$ cat src/rtl/timer_sched.sv
// timer_sched: one free-running prescaler producing a base tick shared by
// NCH independent countdown channels (one-shot or periodic).
module timer_sched #(
  parameter int unsigned PRESCALE = 500_000,
  parameter int unsigned NCH      = 4,
  parameter int unsigned CW       = 16,
  localparam int unsigned CHW     = (NCH > 1) ? $clog2(NCH) : 1
) (
  input  logic           clk,
  input  logic           rst_n,
  input  logic           cfg_we,
  input  logic [CHW-1:0] cfg_ch,
  input  logic [CW-1:0]  cfg_period,
  input  logic           cfg_mode,
  input  logic [NCH-1:0] start,
  input  logic [NCH-1:0] stop,
  output logic [NCH-1:0] busy,
  output logic [NCH-1:0] expire,
  output logic           base_tick
);

  localparam int unsigned PW = (PRESCALE > 2) ? $clog2(PRESCALE) : 1;

  typedef enum logic {
    IDLE = 1'b0,
    RUN  = 1'b1
  } state_e;

  logic [PW-1:0]  presc_q;
  logic [PW-1:0]  presc_d;
  logic           tick_q;
  logic           tick_d;

  logic [CW-1:0]  period_q [NCH];
  logic [NCH-1:0] mode_q;

  state_e         state_q  [NCH];
  state_e         state_d  [NCH];
  logic [CW-1:0]  rem_q    [NCH];
  logic [CW-1:0]  rem_d    [NCH];
  logic [NCH-1:0] expire_q;
  logic [NCH-1:0] expire_d;

  // Prescaler next count and tick: tick registers the terminal count.
  always_comb begin
    presc_d = presc_q + PW'(1);
    tick_d  = 1'b0;
    if (presc_q == PW'(PRESCALE - 1)) begin
      presc_d = '0;
      tick_d  = 1'b1;
    end
  end

  // Prescaler counter and base tick register.
  always_ff @(posedge clk or negedge rst_n) begin
    if (!rst_n) begin
      presc_q <= '0;
      tick_q  <= 1'b0;
    end else begin
      presc_q <= presc_d;
      tick_q  <= tick_d;
    end
  end

  // Per-channel configuration registers; loads in the same cycle see old values.
  always_ff @(posedge clk or negedge rst_n) begin
    if (!rst_n) begin
      for (int i = 0; i < NCH; i++) begin
        period_q[i] <= '0;
      end
      mode_q <= '0;
    end else if (cfg_we) begin
      for (int i = 0; i < NCH; i++) begin
        if (cfg_ch == CHW'(i)) begin
          period_q[i] <= cfg_period;
          mode_q[i]   <= cfg_mode;
        end
      end
    end
  end

  // Channel next-state: stop beats start, start beats the base tick.
  always_comb begin
    expire_d = '0;
    for (int i = 0; i < NCH; i++) begin
      state_d[i] = state_q[i];
      rem_d[i]   = rem_q[i];
      case (state_q[i])
        IDLE: begin
          if (!stop[i] && start[i] && (period_q[i] != '0)) begin
            state_d[i] = RUN;
            rem_d[i]   = period_q[i];
          end
        end
        RUN: begin
          if (stop[i]) begin
            state_d[i] = IDLE;
          end else begin
            // A terminal tick still expires even when a restart lands on it.
            if (tick_q && (rem_q[i] == CW'(1))) begin
              expire_d[i] = 1'b1;
            end
            if (start[i]) begin
              rem_d[i] = period_q[i];
              if (period_q[i] == '0) begin
                state_d[i] = IDLE;
              end
            end else if (tick_q) begin
              if (rem_q[i] > CW'(1)) begin
                rem_d[i] = rem_q[i] - CW'(1);
              end else if (mode_q[i] && (period_q[i] != '0)) begin
                rem_d[i] = period_q[i];
              end else begin
                state_d[i] = IDLE;
              end
            end
          end
        end
        default: state_d[i] = IDLE;
      endcase
    end
  end

  // Channel state, remaining count and expire pulse registers.
  always_ff @(posedge clk or negedge rst_n) begin
    if (!rst_n) begin
      for (int i = 0; i < NCH; i++) begin
        state_q[i] <= IDLE;
        rem_q[i]   <= '0;
      end
      expire_q <= '0;
    end else begin
      for (int i = 0; i < NCH; i++) begin
        state_q[i] <= state_d[i];
        rem_q[i]   <= rem_d[i];
      end
      expire_q <= expire_d;
    end
  end

  // Busy mirrors the registered channel state.
  always_comb begin
    busy = '0;
    for (int i = 0; i < NCH; i++) begin
      busy[i] = (state_q[i] == RUN);
    end
  end

  assign expire    = expire_q;
  assign base_tick = tick_q;

endmodule

$ cat config.mk
export PLATFORM = sky130hd
export DESIGN_NAME = timer_sched
export DESIGN_NICKNAME = d
export VERILOG_FILES = /design/src/rtl/timer_sched.sv
export SDC_FILE = /design/constraint.sdc
export NUM_CORES = 1
export LEC_CHECK = 0
export CORE_MARGIN = 2
export CORE_UTILIZATION = 60
export CTS_BUF_LIST = sky130_fd_sc_hd__clkbuf_4 sky130_fd_sc_hd__clkbuf_8
export CTS_CLUSTER_SIZE = 25
export DETAILED_ROUTE_END_ITERATION = 7
export GPL_ROUTABILITY_DRIVEN = 0
export PLACE_DENSITY = 0.78
export SKIP_CTS_REPAIR_TIMING = 1
export SYNTH_ARGS = -nofsm -noshare
export SYNTH_HDL_FRONTEND = slang
export SYNTH_SLANG_ARGS = --single-unit
$ cat constraint.sdc
create_clock -name clk -period 4.95 [get_ports clk]
set_input_delay 0.495 -clock clk [delete_from_list [all_inputs] [get_ports clk]]
set_output_delay 0.495 -clock clk [all_outputs]
set_load 0.01 [all_outputs]
==> metrics.md <==
| Metric | Value |
|---|---|
| Starting DRT DRC Count | 535 |
| Post-Syn Instances | 821 |
| Clock Skews | 0.0116 ns |
| Reg-to-Reg Start | rem_q[32] |
| Ant. Diodes | 0 |
| Largest family of logic cells by synthesized area | compound AO/OA/AOI/OAI gates |
| # fillers | 1030 |
| Buffers on Ports | 38 |
| List of most frequent post-synthesis cells | dfrtp_1 (160), a21oi_1 (91), nor2_1 (82) |
| Clk sinks | 160 |
| Slowest CP cell | a21oi_2 |
| Yosys cell types | 60 |
| Die width | 120 µm |
| Multiplexer share of the synthesized area | 0.0944 |
| Normalized max-slew margin | 0.129 |
| GRT Residual Overflow | 0 |
| CTS buffer count | 17 |
| Root Driver | clkbuf_8 |
| Req. time, crit path | 5.32 ns |
| Clock transition at path regs | 0.09 ns |
| Post-synthesis xor/xnor area fraction | 0.0184 |
| Fraction of the mapped netlist area in adder cells | 0.0139 |
| Total Neg Setup Slack | 0 ns |
| Period utilization | 0.608 |
| Layout cells sized above 1 | 0.139 |
| Vias in the first global route | 6313 |
| DR WL met3 | 822 µm |
| Arrival time at the worst endpoint | 3.38 ns |
| RSZ-0062 raised after global routing | false |
| CP max FO | 32 |
| Syn Std Cell Area | 8110 µm² |
| Overall routed net length | 18700 µm |
| Reg2reg setup slack | 1.94 ns |
| Final hold slack | 0.168 ns |
| NumNets Final | 885 |
| Slew Limit Fails | 0 |
| CP endpoint kind | flop |
| Most numerous cell in the Yosys netlist | dfrtp_1 |
| Dpl hpwl | 12900 µm |
| R2R Path End | rem_q[32] |
| Post-synth top area cell | dfrtp_1 |
| Critical Path Max Stage Delay | 1.05 ns |
| Worst-Margin Slew | 1.31 ns |
| Top sig layer | met4 |
| Global-route wire length before repair | 30500 µm |
| Detail Route Antenna Nets | 0 |
| CTS tree | yes |
| Pwr dens | 380 nW/µm² |
| Rows | 42 |
| #FFs+latches synth | 160 |
| Antenna violations before repair | 0 |
| TritonRoute pass-1 iters | 7 |
| Post-Synth Simple-Gate Area | 0.172 |
| Setup Crit Path Kind | flop to flop |
| # IOs | 39 |
| Compound-Gate Fraction of Synth Area | 0.177 |
| Largest net degree at the start of global routing | 114 |
| Post-synth EDFFs | 0 |
| Max IR drop VDD | 0.233 mV |
| # Max-Cap Violations | 0 |
| Status | finished clean |
| Number of remaining DRC errors | 0 |
| Avg Cell Area, Syn | 9.88 µm² |
| Fin. Hold Viols | 0 |
| Endpoints failing setup | 0 |
| Achievable frequency | 332 MHz |
| Number of synthesis warnings | 0 |
| Asr flop ratio synth | 1.00 |
| Clock tree buffer depth | 2 |
| CP Cell Sequence | inv_1 -> ha_1 -> o21ai_0 -> o311ai_2 -> a21oi_2 -> o21ai_0 -> o21bai_1 |
| Die Ht | 120 µm |
| Mapped Nets | 860 |
| Skew-Pair Late Insertion Delay | 0.45 ns |
| Post-Route M1 WL | 8270 µm |
| Synth area leaders | dfrtp_1 (49%), mux2_2 (9.4%), a21oi_1 (5.6%) |
| Starting Density | 0.613 |
| Most frequent CP cell | o21ai_0 |
| Tmin final | 3.01 ns |
| Core area | 13200 µm² |
| Leak | 3.57 nW |
| Worst R2R Path Depth | 7 |
| Sequential fraction of the synthesis area | 0.493 |
| Die area | 14500 µm² |
| Primary FF master, synth | dfrtp_1 |
| Area Overhead vs Synth | 10.5% |
| Routed via count | 6532 |
| Area share of the largest cell type after synthesis | 0.493 |
| Tot GR Track Use | 0.267 |
| Startpoint types | flop |
| Vias per cell | 6.31 |
| Drt wl/cell | 18.1 µm |
| Met2 Wirelength | 9200 µm |
| CTS H-tree depth | 4 |
| Min-delay worst type | primary input to asynchronous set/reset pin |
kinds of logic after synthesis:
kind of cell / Yosys count
buf+inv: 55
xor+xnor: 17
flops: 160
compound gates: 235
mux: 68
simple gates: 277
fa+ha+maj: 9
critical path, delay by kind of cell, from the launching register on:
family / cells / cell delay, ns
DFF: 1 / 0.41
adders and majority gates: 1 / 0.27
AOI/OAI and AO/OA: 5 / 2.17
buffers and inverters: 1 / 0.09
per-layer routing:
layer	global-route usage	vias up
li1	-	3069
met5	0	-
met1	0.350	3238
met2	0.446	191
met4	0.0930	0
met3	0.0542	34
worst max-delay path by stage:
stage,from,end,slack [ns],cells past startpoint
floorplan,rem_q[39],rem_q[41],2.51,9
global placement,rem_q[39],rem_q[41],2.14,6
detailed placement,rem_q[32],rem_q[32],1.99,7
CTS,rem_q[32],rem_q[32],1.97,7
global route,rem_q[56],rem_q[53],1.67,6
finish,rem_q[32],rem_q[32],1.94,7
placed cells by master (no fill, tap or decap), types with 4 or more instances in the layout:
| cell | instances |
|---|---|
| clkinv_4 | 4 |
| nand3_1 | 23 |
| nor4_1 | 29 |
| a21o_1 | 5 |
| a31o_2 | 4 |
| inv_1 | 20 |
| or4_1 | 6 |
| mux2_2 | 68 |
| nor2_1 | 82 |
| nand4b_1 | 4 |
| nand4_1 | 15 |
| ha_1 | 9 |
| or3_1 | 6 |
| xnor2_1 | 10 |
| nand2b_1 | 10 |
| xor2_1 | 7 |
| o22a_1 | 5 |
| o21ai_0 | 60 |
| clkinvlp_4 | 4 |
| clkbuf_8 | 18 |
| a31o_1 | 4 |
| nor3_1 | 24 |
| nor2b_1 | 8 |
| o31ai_1 | 8 |
| o22ai_1 | 6 |
| nand2_1 | 45 |
| and2_1 | 5 |
| a31oi_1 | 6 |
| o2bb2ai_1 | 5 |
| and3_1 | 4 |
| o21bai_1 | 4 |
| a22o_1 | 5 |
| o21a_1 | 5 |
| dfrtp_1 | 160 |
| a21oi_1 | 90 |
| clkdlybuf4s50_1 | 37 |
registers in the layout (all words and copies together), names as in the netlist:
signal / cells
busy: 4
base_tick: 1
expire: 4
period_q: 64
rem_q: 64
mode_q: 4
presc_q: 19
stage by stage:
stage          area [µm²]  std cells  utilization  total power (W)  setup WS (ns)
3_3_place_gp         8570       1003        0.647          0.00242           2.14
4_1_cts              8970       1035        0.677          0.00342           1.97
5_1_grt              8970       1035        0.677          0.00360           1.67
2_1_floorplan        8110        821            -          0.00222           2.51
6_report             8970       1035        0.677          0.00341           1.94
3_5_place_dp         8570       1003        0.647          0.00247           1.99
area by class of cell:
cell class                      instances  area [µm²]  area share
Tap cell                              176         220      0.0246
Clock inverter                         13         140      0.0156
Inverter                               20        75.1     0.00837
Sequential cell                       160        4000       0.446
Clock buffer                           19         255      0.0285
Timing Repair Buffer                   41         404      0.0451
Multi-Input combinational cell        606        3870       0.431
where the power goes:
part           switching [W]  total (W)  internal, W
combinational       0.000348   0.000658     0.000310
sequential          0.000257    0.00180      0.00154
clock               0.000485   0.000951     0.000466
total                0.00109    0.00341      0.00232
(Power assumes the default switching activity.)
==> patch (same settings) <==
Change the parameter `PRESCALE` from 500_000 to 1_000_000.
--- a/src/rtl/timer_sched.sv
+++ b/src/rtl/timer_sched.sv
@@ -1,7 +1,7 @@
 // timer_sched: one free-running prescaler producing a base tick shared by
 // NCH independent countdown channels (one-shot or periodic).
 module timer_sched #(
-  parameter int unsigned PRESCALE = 500_000,
+  parameter int unsigned PRESCALE = 1_000_000,
   parameter int unsigned NCH      = 4,
   parameter int unsigned CW       = 16,
   localparam int unsigned CHW     = (NCH > 1) ? $clog2(NCH) : 1
Check against the original RTL: same outputs for any inputs over 4 cycles, from zero or initial values and one cycle with rst_n low; that may be too few to reach the edited logic, so the function may still have changed.
==> patch against the unedited design <==
- cell area rose by 1.7%
- synthesized cell count fell by 0.24%
- area after synthesis rose by 1.0%
- sequential cell count rose by 1
- routed wire length rose by 4.3%
- sequential share of layout area fell by 0.49 points
- setup slack got worse by 210 ps
- total power rose by 6.0%
- clock skew rose by 1.6 ps
- worst hold slack improved by 300 ps
- highest routed layer unchanged
==> patch: results (changes against the unedited design) <==
Synth
  • Post-Syn Nets: 858 (-0.23%)
  • Largest cells by area after synthesis: dfrtp_1 49%, mux2_2 9.3%, o21ai_0 4.6%
  • Synth top cells by count: 161 x dfrtp_1, 76 x o21ai_0, 74 x a21oi_1, 74 x nor2_1, 68 x mux2_2
  • Count of cell types in the netlist: 61 (+1.7%)
  • Gate Count Post-Synth: 819 (-0.24%)
  • Top FF cell, synth: dfrtp_1
  • Post-synthesis sequential area ratio: 0.492 (-0.00192)

Placed design
  • Dpl ws: 1770 ps (-216 ps)
  • Detailed Place HPWL: 13.4 mm (+3.6%)
  • Placed cell area: 8680 um^2 (+1.3%)

Clocking
  • Maximum root-to-sink buffer count: 2 (unchanged)
  • H-tree depth: 4 (unchanged)
  • Root Buffer: clkbuf_8
  • Worst-Skew Late Latency: 450 ps (about the same)
  • Worst-path clk slew: 90 ps (about the same)

Cells and area
  • Share of layout cells above drive strength 1: 0.146 (+0.00698)
  • Nets: 887 (+0.23%)
  • Post-Layout Cell Count: 1035 (unchanged)
  • Diodes inserted: 0 (unchanged)
  • Largest regs: period_q x64, rem_q x64, presc_q x20

GRT
  • First-pass GRT wire length: 32.0 mm (+4.9%)
  • Vias in the first global route: 6391 (+1.2%)
  • Initial antenna violation count: 0 (unchanged)
  • Pin count of the biggest net entering global routing: 72 (-37%)
  • GRT Total Usage: 0.278 (+0.0107)

STA
  • Layout Skew: 13.2 ps (+1.61 ps)
  • Worst-Margin Slew: 1270 ps (-32.7 ps)

Route
  • First DRT Iteration DRCs: 586 (+9.5%)
  • Avg Vias per Cell: 6.38 (+1.1%)
  • DR pass1 iterations: 5 (-2)
  • Drt total wl: 19.5 mm (+4.3%)

Worst setup path
  • CP max stage cell: o21ai_1
  • Slowest Stage Delay on Critical Path: 1010 ps (-40 ps)
  • Crit Reg-Reg Startpoint: rem_q[44]
  • CP arrival: 3530 ps (+150 ps)
  • Worst-path fanout max: 21 (-34%)

Power and ir drop
  • Leak: 3.68 nW (+3.1%)
  • VDD IR max: 0.250 mV (+7.5%)

Run status
  • Status: finished, final reports clean
[patch: layer usage]
metal  vias up  wire (um)  global-route usage
met1      3242       8940               0.398
met5         -          0                   0
met2       220       9160               0.433
li1       3105          -                   -
met4         0        407              0.0908
met3        36       1010              0.0484
[patch: through the flow]
stage,total power [W],hold slack [ps]
global placement,0.00250,391
global route,0.00380,480
detailed placement,0.00256,390
floorplan,0.00229,199
CTS,0.00361,-97.0
finish,0.00362,465
[patch: final cells by class]
cell class	count	area (um^2)
Multi-Input combinational cell	598	3910
Timing Repair Buffer	45	437
Fill cell	1008	4170
Inverter	25	93.8
Tap cell	176	220
Sequential cell	161	4030
Clock inverter	12	183
Clock buffer	18	248
[patch: worst max-delay path: cells and delay by family, from the launching register on]
family	cells	cell delay, ps
compound gates	3	1360
flops	1	460
simple gates	3	1270
[patch: worst paths after layout]
path	depth (start not counted)	to	slack, ps
worst min-delay path	2	rem_q[10]	470
max in group asynchronous	3	period_q[26]	3260
min in group clk	1	presc_q[4]	470
worst min register to register	1	presc_q[4]	470
worst max register to register	6	rem_q[43]	1730
worst max-delay path	6	rem_q[43]	1730
[patch: cell families (layout without fill, tap and decap cells)]
logic type / after synthesis / after routing / share of synthesized area
compound gates: 238 / 238 / 0.179
xor+xnor: 15 / 15 / 0.0160
fa+ha+maj: 9 / 9 / 0.0137
buf+inv: 60 / 100 / 0.0317
flops: 161 / 161 / 0.492
mux: 75 / 75 / 0.102
simple gates: 261 / 261 / 0.166
[patch: power by group]
group	leakage [nW]	switching, W	internal, W	total [W]
Combinational	1.52	0.000402	0.000328	0.000730
Clock	0.208	0.000493	0.000561	0.00105
Sequential	1.95	0.000271	0.00156	0.00183
Total	3.68	0.00117	0.00245	0.00362
